==> src/rtl/goomba_pkg.sv <==
// Shared types for the goomba spawn controller.
// State encoding, spawn-table entry layout, end marker and a popcount helper.
package goomba_pkg;

    typedef enum logic [2:0] {
        ST_IDLE,
        ST_FETCH,
        ST_LATCH,
        ST_CHECK,
        ST_SPAWN,
        ST_WAIT,
        ST_WAIT_FRAME,
        ST_DONE
    } ctrl_state_t;

    localparam logic [7:0] END_COL = 8'hFF;

    typedef struct packed {
        logic [7:0] col;
        logic [3:0] row;
    } spawn_entry_t;

    function automatic logic [3:0] popcount8(input logic [7:0] v);
        logic [3:0] c;
        c = '0;
        for (int i = 0; i < 8; i++) begin
            c = c + {3'b000, v[i]};
        end
        return c;
    endfunction

endpackage

==> src/rtl/goomba_slot_alloc.sv <==
// Free-slot picker: lowest-index slot whose isAlive bit is clear.
// Ports: alive (per-slot alive), free (any slot free), slot_onehot (chosen slot).
module goomba_slot_alloc #(
    parameter int N = 4
) (
    input  logic [N-1:0] alive,
    output logic         free,
    output logic [N-1:0] slot_onehot
);

    logic [N-1:0] free_vec;

    // x & -x isolates the lowest set bit.
    always_comb begin
        free_vec    = ~alive;
        free        = |free_vec;
        slot_onehot = free_vec & (~free_vec + N'(1));
    end

endmodule

==> src/rtl/goomba_spawn_ctrl.sv <==
// Goomba spawn sequencer: walks the level spawn table, tracks scroll column,
// allocates free goomba slots and issues start/kill pulses with spawn coordinates.
// Ports: Clk/Reset_n, frame_clk/Shift (scroll), level_start/level_restart,
// rom_addr/rom_data (table), isAlive/kill_Mario_in (per slot),
// start/kill/spawnX/spawnY (to slots), world_col, mario_hit, alive_count.
module goomba_spawn_ctrl
    import goomba_pkg::*;
#(
    parameter int N_GOOMBA  = 4,
    parameter int TABLE_AW  = 5,
    parameter int VIEW_COLS = 10,
    parameter int TILE_PX   = 40,
    parameter int SCREEN_X0 = 120,
    parameter int SCREEN_Y0 = 40
) (
    input  logic                Clk,
    input  logic                Reset_n,
    input  logic                frame_clk,
    input  logic                Shift,
    input  logic                level_start,
    input  logic                level_restart,
    output logic [TABLE_AW-1:0] rom_addr,
    input  logic [11:0]         rom_data,
    input  logic [N_GOOMBA-1:0] isAlive,
    input  logic [N_GOOMBA-1:0] kill_Mario_in,
    output logic [N_GOOMBA-1:0] start,
    output logic [N_GOOMBA-1:0] kill,
    output logic [9:0]          spawnX,
    output logic [9:0]          spawnY,
    output logic [7:0]          world_col,
    output logic                mario_hit,
    output logic [3:0]          alive_count
);

    ctrl_state_t state, state_n;

    logic [TABLE_AW-1:0] ptr, ptr_n;
    spawn_entry_t        entry;
    logic [N_GOOMBA-1:0] alive_q;
    logic [N_GOOMBA-1:0] slot_oh_q;
    logic [N_GOOMBA-1:0] kill_q;
    logic [9:0]          x_q, y_q;

    logic [1:0] fsync;
    logic       fprev;
    logic       frame_edge;

    logic                free;
    logic [N_GOOMBA-1:0] slot_onehot;

    logic       ptr_last;
    logic       in_view;
    logic       spawning;
    logic [7:0] col_diff;

    goomba_slot_alloc #(
        .N (N_GOOMBA)
    ) u_alloc (
        .alive       (alive_q),
        .free        (free),
        .slot_onehot (slot_onehot)
    );

    // frame_clk is from another domain: two sync flops, then rising edge.
    always_ff @(posedge Clk or negedge Reset_n) begin
        if (!Reset_n) begin
            fsync <= '0;
            fprev <= 1'b0;
        end else begin
            fsync <= {fsync[0], frame_clk};
            fprev <= fsync[1];
        end
    end

    assign frame_edge = fsync[1] & ~fprev;

    assign ptr_last = (ptr == {TABLE_AW{1'b1}});
    assign col_diff = entry.col - world_col;

    // 9-bit compare so a view window past column 255 does not wrap.
    assign in_view = ({1'b0, entry.col} <=
                      ({1'b0, world_col} + 9'(VIEW_COLS)));

    always_comb begin
        state_n = state;
        ptr_n   = ptr;
        if (level_restart) begin
            state_n = ST_IDLE;
            ptr_n   = '0;
        end else begin
            unique case (state)
                ST_IDLE: begin
                    if (level_start) begin
                        state_n = ST_FETCH;
                        ptr_n   = '0;
                    end
                end
                ST_FETCH: state_n = ST_LATCH;
                ST_LATCH: state_n = ST_CHECK;
                ST_CHECK: begin
                    if (entry.col == END_COL) begin
                        state_n = ST_DONE;
                    end else if (entry.col < world_col) begin
                        // scrolled past: drop it and fetch the next one
                        if (ptr_last) begin
                            state_n = ST_DONE;
                        end else begin
                            ptr_n   = ptr + TABLE_AW'(1);
                            state_n = ST_FETCH;
                        end
                    end else if (in_view && free) begin
                        state_n = ST_SPAWN;
                    end else begin
                        state_n = ST_WAIT;
                    end
                end
                ST_SPAWN: begin
                    if (ptr_last) begin
                        state_n = ST_DONE;
                    end else begin
                        ptr_n   = ptr + TABLE_AW'(1);
                        state_n = ST_WAIT_FRAME;
                    end
                end
                ST_WAIT: begin
                    if (frame_edge) state_n = ST_CHECK;
                end
                ST_WAIT_FRAME: begin
                    if (frame_edge) state_n = ST_FETCH;
                end
                ST_DONE: state_n = ST_DONE;
                default: state_n = ST_IDLE;
            endcase
        end
    end

    always_ff @(posedge Clk or negedge Reset_n) begin
        if (!Reset_n) begin
            state <= ST_IDLE;
            ptr   <= '0;
        end else begin
            state <= state_n;
            ptr   <= ptr_n;
        end
    end

    always_ff @(posedge Clk or negedge Reset_n) begin
        if (!Reset_n) begin
            entry     <= '0;
            alive_q   <= '0;
            slot_oh_q <= '0;
            x_q       <= '0;
            y_q       <= '0;
        end else begin
            alive_q <= isAlive;
            if (level_restart) begin
                entry     <= '0;
                slot_oh_q <= '0;
                x_q       <= '0;
                y_q       <= '0;
            end else begin
                if (state == ST_LATCH) begin
                    entry <= spawn_entry_t'(rom_data);
                end
                // slot and coordinates frozen in CHECK, used in SPAWN
                if (state == ST_CHECK) begin
                    slot_oh_q <= slot_onehot;
                    x_q <= 10'(SCREEN_X0 + int'(col_diff) * TILE_PX
                               + TILE_PX / 2);
                    y_q <= 10'(SCREEN_Y0
                               + (int'(entry.row) + 1) * TILE_PX);
                end
            end
        end
    end

    always_ff @(posedge Clk or negedge Reset_n) begin
        if (!Reset_n) begin
            world_col <= '0;
        end else if (level_restart) begin
            world_col <= '0;
        end else if (frame_edge && Shift && (world_col != 8'hFF)) begin
            world_col <= world_col + 8'd1;
        end
    end

    always_ff @(posedge Clk or negedge Reset_n) begin
        if (!Reset_n) begin
            mario_hit <= 1'b0;
            kill_q    <= '0;
        end else begin
            kill_q <= level_restart ? '1 : '0;
            if (level_restart) begin
                mario_hit <= 1'b0;
            end else begin
                mario_hit <= mario_hit | (|(kill_Mario_in & isAlive));
            end
        end
    end

    // a restart arriving during SPAWN suppresses that start pulse
    assign spawning = (state == ST_SPAWN) && !level_restart;

    assign start    = spawning ? (slot_oh_q & ~kill_q) : '0;
    assign spawnX   = spawning ? x_q : '0;
    assign spawnY   = spawning ? y_q : '0;
    assign kill     = kill_q;
    assign rom_addr = ptr;

    assign alive_count = popcount8(8'(isAlive));

endmodule
==> config.mk <==
export PLATFORM = sky130hd
export DESIGN_NAME = goomba_spawn_ctrl
export DESIGN_NICKNAME = d
export VERILOG_FILES = /design/src/rtl/goomba_pkg.sv /design/src/rtl/goomba_slot_alloc.sv /design/src/rtl/goomba_spawn_ctrl.sv
export SDC_FILE = /design/constraint.sdc
export NUM_CORES = 1
export LEC_CHECK = 0
export BUFFER_PORTS_ARGS = -buffer_cell sky130_fd_sc_hd__buf_4
export CORE_MARGIN = 8
export CORE_UTILIZATION = 58
export CTS_BUF_LIST = sky130_fd_sc_hd__clkbuf_8
export DETAILED_ROUTE_END_ITERATION = 7
export MAX_ROUTING_LAYER = met4
export PLACE_DENSITY_LB_ADDON = 0.3
export SYNTH_ARGS = -nofsm -noshare
export SYNTH_HDL_FRONTEND = slang
export SYNTH_SLANG_ARGS = --single-unit
export TNS_END_PERCENT = 10
==> constraint.sdc <==
create_clock -name Clk -period 4.5 [get_ports Clk]
set_clock_uncertainty 0.05 [all_clocks]
set_input_delay 0.45 -clock Clk [delete_from_list [all_inputs] [get_ports Clk]]
set_output_delay 0.45 -clock Clk [all_outputs]
set_load 0.005 [all_outputs]
==> flow_summary.rst, run 1 <==
.. list-table::
   :header-rows: 1

   * - Metric
     - Value
   * - Clock edge transition at the registers on the reported setup and hold paths
     - 0.11 ns
   * - Post-Synthesis Cells
     - 396
   * - Via-per-instance ratio
     - 5.63
   * - Total CTS buffers
     - 5
   * - Area of the die
     - 0.00930 mm^2
   * - MaxCap Viol Count
     - 0
   * - Detailed router's first-iteration violation count
     - 139
   * - Peak fanout along the critical path
     - 5
   * - Sinks on the clock net
     - 56
   * - Master of the slowest instance on the critical path
     - dfrtp_1
   * - Grt ovf
     - 0
   * - Critical path launch point type
     - flip-flop
   * - Most frequent standard cell in the layout excluding fill and tap cells
     - buf_4
   * - Final-layout worst hold slack
     - 0.113 ns
   * - Worst-margin pin slew
     - roughly 1.0 ns
   * - Arrival time at the worst endpoint
     - roughly 3.6 ns
   * - Number of instances in the placed design
     - 522
   * - Number of buffers added to fix hold violations after cts
     - 0
   * - WL/cell
     - 15.5 um
   * - Setup crit end kind
     - flip-flop
   * - Flip-flop and latch count after synthesis
     - between 50 and 60
   * - Fraction of final layout cells with drive strength greater than 1
     - 0.201
   * - Unrepaired setup endpoints after global routing
     - no
   * - Router iterations before antenna repair
     - 5
   * - Routed Antenna Nets
     - 0
   * - Routed via count
     - 2,985
   * - Async set-or-reset flop fraction in the synthesized netlist
     - 1.00
   * - CTS Root Cell
     - clkbuf_8
   * - Port Buffers
     - between 60 and 70
   * - Commonest cells after routing, fill and taps aside
     - buf_4, dfrtp_1, nor2_1, ha_1, inv_1
   * - Deepest level of the CTS H-tree
     - 2
   * - Core region area
     - 0.00631 mm^2
   * - CP Data Required Time
     - 4.67 ns
   * - Top Family by Delay on Critical Path
     - adder cells
   * - FILL cells
     - between 500 and 600
   * - Clock Tree Buf Depth
     - 2
   * - Cell Chain, Critical Path
     - ha_1 -> inv_1 -> fa_1 -> nand3_1 -> and2_4 -> xor2_2 -> inv_1 -> ha_1 -> inv_1 -> fa_1 -> xor2_1 -> a21oi_1 -> xnor2_1 -> xnor2_1 -> a211oi_1
   * - Final cell count without fillers
     - 530
   * - Hold crit path type
     - primary input to async pin
   * - Top FF cell, synth
     - dfrtp_1
   * - Net count, final
     - 517
   * - Min cycle time layout
     - 3.43 ns
   * - GR Util All Layers
     - 0.188
   * - Post-synthesis instance area
     - roughly 0.0038 mm^2
   * - Worst setup path category
     - flip-flop to flip-flop
   * - Most prevalent standard cell on the critical path
     - inv_1
   * - Setup TNS
     - 0 ns
   * - Dpl hpwl
     - 6440 um
   * - Wirelength, routed
     - 8230 um
   * - Average footprint of a synthesized cell
     - ~9.5 um^2
   * - I/O pin total
     - a little over 70
   * - Library cells used by synthesis
     - 57
   * - Achievable frequency
     - slightly below 0.3 GHz
   * - Share of Yosys cell area claimed by the top area cell type
     - 0.373
   * - Slew Viols, Final
     - 0
   * - CTS resizes
     - 0
   * - Final clock period utilization by the worst path
     - 0.763
   * - Insertion delay to the later sink of the worst-skew pair
     - 0.32 ns
   * - Number of hold violations in the final report
     - 0
   * - Area grow syn2layout
     - 14.9%
   * - Die width
     - 96.5 um
   * - Largest net degree at the start of global routing
     - 57
   * - Setup violation total in the final timing report
     - 0
   * - Post-CTS Repair Setup Buffers
     - 0
   * - Die extent in y
     - 96.5 um
   * - Worst-case vdd ir drop
     - roughly 0.15 mV
   * - Final routed DRC violation total
     - 0
   * - Row cnt
     - 29
   * - Antenna diodes
     - 0
   * - Total power divided by cell area
     - slightly above 300 mW/mm^2
   * - Highest cell delay on the worst timing path
     - 0.46 ns
   * - Starting utilization of the core area
     - 0.595
   * - Vias in the first global route
     - 2,997
   * - Proportion of synthesized chip area in sequential cells
     - 0.373
   * - Static Leakage
     - 0.00208 uW
   * - Biggest area contributors in the synthesized netlist
     - dfrtp_1, ha_1, xnor2_1
   * - Worst rel slew slack
     - 0.296
   * - Routability cong.
     - 0.902
   * - Worst path bufs/invs
     - 3
   * - Cell type with the highest aggregate area in the netlist
     - dfrtp_1
   * - TritonCTS clock tree
     - done
   * - Post-synth EDFFs
     - 0
   * - Run status
     - finished clean
   * - Worst R2R Setup Slack
     - 1.07 ns
   * - First-pass GRT wire length
     - 13,600 um
   * - Total number of yosys warnings
     - 0
   * - Antenna violations before repair
     - 0
-- worst reg2reg max path, stage by stage, from the launching register on --
cell and delay (ns):
dfrtp_1 0.46, ha_1 0.20, inv_1 0.06, fa_1 0.40
nand3_1 0.12, and2_4 0.18, xor2_2 0.17, inv_1 0.06
ha_1 0.30, inv_1 0.06, fa_1 0.43, xor2_1 0.19
a21oi_1 0.17, xnor2_1 0.15, xnor2_1 0.10, a211oi_1 0.23
-- cell usage after synthesis (7+ instances only) --
master    count
dfrtp_1      56
nor2_1       38
ha_1         35
inv_1        30
a21oi_1      26
nand2_1      23
xnor2_1      20
and2_1       19
o21ai_0      15
xor2_1       13
a22o_1       11
buf_4         9
nand3_1       9
a211oi_1      8
nor3_1        7
-- metrics by stage --
step	cell area [um^2]	util	setup slack (ns)	power (uW)
6_report	4320	0.684	1.07	1310
3_3_place_gp	4220	0.668	1.22	998
5_1_grt	4320	0.684	0.861	1400
2_1_floorplan	3770	-	1.31	913
4_1_cts	4320	0.684	1.04	1320
3_5_place_dp	4220	0.668	1.08	1020
-- routing by layer --
| layer | up-vias | GRT usage | wire (um) |
|---|---|---|---|
| met5 | - | - | 0 |
| met4 | 0 | 0.0378 | 36 |
| met3 | 6 | 0.0386 | 545 |
| met2 | 95 | 0.310 | 3960 |
| li1 | 1462 | - | - |
| met1 | 1422 | 0.235 | 3690 |
-- path summary, 6_finish.rpt --
path / from / depth (start not counted) / to
setup / recovery: world_col[0]$_DFFE_PN0P_ / 15 / x_q[9]$_DFFE_PN0N_
hold / removal: Reset_n / 1 / x_q[7]$_DFFE_PN0N_
setup reg to reg: world_col[0]$_DFFE_PN0P_ / 15 / x_q[9]$_DFFE_PN0N_
hold reg to reg: fsync[0]$_DFF_PN0_ / 0 / fsync[1]$_DFF_PN0_
max in group asynchronous: Reset_n / 1 / world_col[5]$_DFFE_PN0P_
min in group Clk: frame_clk / 1 / fsync[0]$_DFF_PN0_
-- flip-flops by register name, summed over array words and instances (netlist names) --
register / count
kill: 1
fprev: 1
x_q: 8
rom_addr: 5
mario_hit: 1
state: 3
world_col: 8
y_q: 7
slot_oh_q: 4
fsync: 2
alive_q: 4
entry: 12
-- logic make-up (layout without fill, tap and decap cells) --
family	after synthesis	count (layout)	share of synthesized area
other	1	6	0.000999
XOR/XNOR	35	35	0.0856
adder cells (fa/ha/maj)	39	39	0.138
AO/OA/AOI/OAI	84	84	0.151
multiplexers	2	2	0.00533
flip-flops	56	56	0.373
buffers and inverters	52	104	0.0710
AND/OR/NAND/NOR	127	127	0.175
-- power by group --
| part | switching (uW) | total [uW] | internal, uW |
|---|---|---|---|
| registers | 40.1 | 575 | 534 |
| logic | 240 | 435 | 196 |
| clock network | 184 | 302 | 118 |
| total | 463 | 1310 | 848 |
-- area by class of cell --
type | instances | area, um^2 | area share
Tap cell | 77 | 96.3 | 0.0223
Multi-Input combinational cell | 293 | 2110 | 0.489
Sequential cell | 56 | 1400 | 0.325
Clock buffer | 5 | 68.8 | 0.0159
Inverter | 30 | 113 | 0.0261
Clock inverter | 3 | 28.8 | 0.00667
Timing Repair Buffer | 66 | 495 | 0.115
Power figures use the tool's default switching activity.
==> inputs of run 2 (changes only) <==
Clock period 4.5 ns to 3.3 ns, I/O delays scaled along.
==> run 2 against run 1 <==
Against the previous run: worst hold slack got worse by 0.11 ns; count of clock-buffer cells in the layout stayed put; flip-flop and latch count unchanged; first-iteration DRC count rose by 0.72%; critical endpoint unchanged; largest power group unchanged.
==> flow_summary.rst, run 2 (same netlist as run 1, synthesis figures left out) <==
.. list-table::
   :header-rows: 1

   * - Metric
     - Value
   * - Run status
     - finished clean
   * - Final routed DRC violation total
     - 0 (unchanged)
   * - Number of instances in the placed design
     - 527 (+0.96%)
   * - Core region area
     - 0.00631 mm^2 (unchanged)
   * - Antenna diodes
     - 0 (unchanged)
   * - WL/cell
     - 15.4 um (-0.83%)
   * - Routability cong.
     - 0.886 (-1.8%)
   * - Routed via count
     - 2,967 (-0.60%)
   * - Achievable frequency
     - 0.314 GHz (+7.8%)
   * - Hold crit path type
     - primary input to async pin
   * - Worst setup path category
     - flip-flop to flip-flop
   * - Setup violation total in the final timing report
     - 0 (unchanged)
   * - Wirelength, routed
     - 8260 um (+0.29%)
   * - GR Util All Layers
     - 0.190 (+0.00174)
   * - Net count, final
     - 523 (+1.2%)
   * - Worst Setup SP
     - entry[5]$_DFFE_PN0P_
   * - Number of buffers added to fix hold violations after cts
     - 0 (unchanged)
   * - Total power divided by cell area
     - 418 mW/mm^2 (+38%)
   * - Clock edge transition at the registers on the reported setup and hold paths
     - 0.11 ns (about the same)
   * - Largest net degree at the start of global routing
     - 57 (unchanged)
   * - Area grow syn2layout
     - 17.7%
   * - Static Leakage
     - 0.00212 uW (+1.9%)
   * - Slew Viols, Final
     - 0 (unchanged)
   * - I/O pin total
     - 72 (unchanged)
   * - Antenna violations before repair
     - 0 (unchanged)
   * - Clock Tree Buf Depth
     - 2 (unchanged)
   * - Setup crit end kind
     - flip-flop
   * - Cell count along the critical path
     - 12 (-3)
   * - Peak fanout along the critical path
     - 5 (unchanged)
   * - Startpoint of the lowest-slack register-to-register path
     - entry[5]$_DFFE_PN0P_
   * - Sinks on the clock net
     - 56 (unchanged)
   * - Number of flip-flops in the largest register
     - 12 (unchanged)
   * - Worst-margin pin slew
     - 1.10 ns (+0.0505 ns)
   * - Worst path bufs/invs
     - 1 (-2)
   * - Post-placement setup slack
     - -0.0793 ns (-1.16 ns)
   * - Grt ovf
     - 0 (unchanged)
   * - TritonCTS clock tree
     - done
   * - Port Buffers
     - 65 (unchanged)
   * - Most prevalent standard cell on the critical path
     - ha_1
   * - Via-per-instance ratio
     - 5.54 (-1.7%)
   * - Cells on worst reg2reg path
     - 12 (-3)
   * - Worst-case vdd ir drop
     - 0.274 mV (+79%)
   * - Worst R2R Setup Slack
     - 0.12 ns (-0.95 ns)
   * - Min cycle time layout
     - 3.18 ns (-0.249 ns)
   * - Arrival time at the worst endpoint
     - 3.35 ns (-0.26 ns)
   * - CTS Root Cell
     - clkbuf_8
   * - Vias in the first global route
     - 3,007 (+0.33%)
   * - Commonest cells after routing, fill and taps aside
     - buf_4, dfrtp_1, nor2_1, ha_1, inv_1
   * - Critical path launch point type
     - flip-flop
   * - Top Family by Delay on Critical Path
     - adder cells
   * - Die width
     - 96.5 um (unchanged)
   * - MaxCap Viol Count
     - 0 (unchanged)
   * - Final cell count without fillers
     - 536 (+1.1%)
   * - Worst rel slew slack
     - 0.262 (-0.0340)
   * - Deepest level of the CTS H-tree
     - 2 (unchanged)
   * - Starting utilization of the core area
     - 0.595 (unchanged)
   * - Final clock period utilization by the worst path
     - 0.965 (+0.202)
   * - Master of the slowest instance on the critical path
     - dfrtp_1
   * - Most frequent standard cell in the layout excluding fill and tap cells
     - buf_4
   * - Insertion delay to the later sink of the worst-skew pair
     - 0.31 ns (about the same)
   * - Total CTS buffers
     - 5 (unchanged)
   * - Fraction of final layout cells with drive strength greater than 1
     - 0.240 (+0.0388)
   * - Reg with most FFs
     - entry
   * - Post-route core utilization
     - 0.700 (+0.0166)
   * - CP Data Required Time
     - 3.46 ns (-1.21 ns)
   * - Largest registers
     - entry (12), world_col (8), x_q (8)
   * - Row cnt
     - 29 (unchanged)
   * - Unrepaired setup endpoints after global routing
     - yes
   * - Setup ws final
     - 0.115 ns (-0.951 ns)
   * - Number of hold violations in the final report
     - 0 (unchanged)
   * - FILL cells
     - 507 (-3.1%)
   * - Capturing instance or port of the critical path
     - x_q[9]$_DFFE_PN0N_
   * - Area of the die
     - 0.00930 mm^2 (unchanged)
   * - Capture instance of the worst register-to-register path
     - x_q[9]$_DFFE_PN0N_
   * - Detailed router's first-iteration violation count
     - 140 (+0.72%)
   * - Routed Antenna Nets
     - 0 (unchanged)
   * - Dpl hpwl
     - 6390 um (-0.74%)
   * - Router iterations before antenna repair
     - 4 (-1)
   * - Highest cell delay on the worst timing path
     - 0.47 ns (about the same)
   * - Cell Chain, Critical Path
     - ha_1 -> a21o_1 -> a21oi_2 -> xnor2_1 -> ha_1 -> ha_1 -> inv_1 -> fa_2 -> a21oi_2 -> xnor2_2 -> xnor2_1 -> a211oi_1
   * - First-pass GRT wire length
     - 13,800 um (+1.7%)
   * - Die extent in y
     - 96.5 um (unchanged)
==> run 2: changes by cell type in the layout (fill, tap and decap cells not counted), sizes merged <==
cell,delta
buf,+6
clkinv,+1
clkinvlp,+1
inv,-2
==> run 2: layout make-up <==
class | instances | area (um^2) | share of cell area
Clock inverter | 3 | 21.3 | 0.00481
Multi-Input combinational cell | 293 | 2180 | 0.493
Timing Repair Buffer | 72 | 541 | 0.122
Clock buffer | 5 | 68.8 | 0.0156
Sequential cell | 56 | 1400 | 0.317
Tap cell | 77 | 96.3 | 0.0218
Inverter | 30 | 113 | 0.0255
==> run 2: per-layer routing <==
metal | vias to the layer above | share of wire | routed length (um) | global-route usage
met1 | 1400 | 0.46 | 3770 | 0.250
li1 | 1469 | - | - | -
met4 | 0 | 0.0085 | 70 | 0.0479
met3 | 7 | 0.064 | 529 | 0.0278
met5 | - | 0 | 0 | -
met2 | 91 | 0.47 | 3880 | 0.302
==> run 2: power by group <==
part	switching [uW]	internal, uW	leakage [uW]	total, uW
sequential	55.8	729	0.000755	785
clock	232	151	0.0000445	384
combinational	362	319	0.00132	681
==> run 2: worst min-delay path by stage <==
stage	slack, ns	cells after the start	end
after global placement	0.29	0	fsync[1]$_DFF_PN0_
after detailed placement	0.29	0	fsync[1]$_DFF_PN0_
after global routing	0.06	1	fsync[0]$_DFF_PN0_
after floorplan	-0.02	0	alive_q[0]$_DFF_PN0_
final	0.002	1	x_q[6]$_DFFE_PN0N_
after CTS	0.04	1	world_col[5]$_DFFE_PN0P_
==> run 2: what timing repair did <==
item,4_1_cts,5_1_grt
pin swaps,2,3
buffers inserted,0,1
gates resized for setup,5,8
endpoints found under the setup margin,1,2
==> run 2: stage by stage <==
step / TNS [ns] / hold WS [ns] / area, um^2 / power (uW)
floorplan: 0 / -0.0156 / 3770 / 1240
global placement: 0 / 0.288 / 4260 / 1370
detailed placement: -0.0793 / 0.293 / 4260 / 1400
CTS: 0 / 0.0395 / 4370 / 1800
global route: -0.0486 / 0.0572 / 4420 / 1970
finish: 0 / 0.00182 / 4420 / 1850
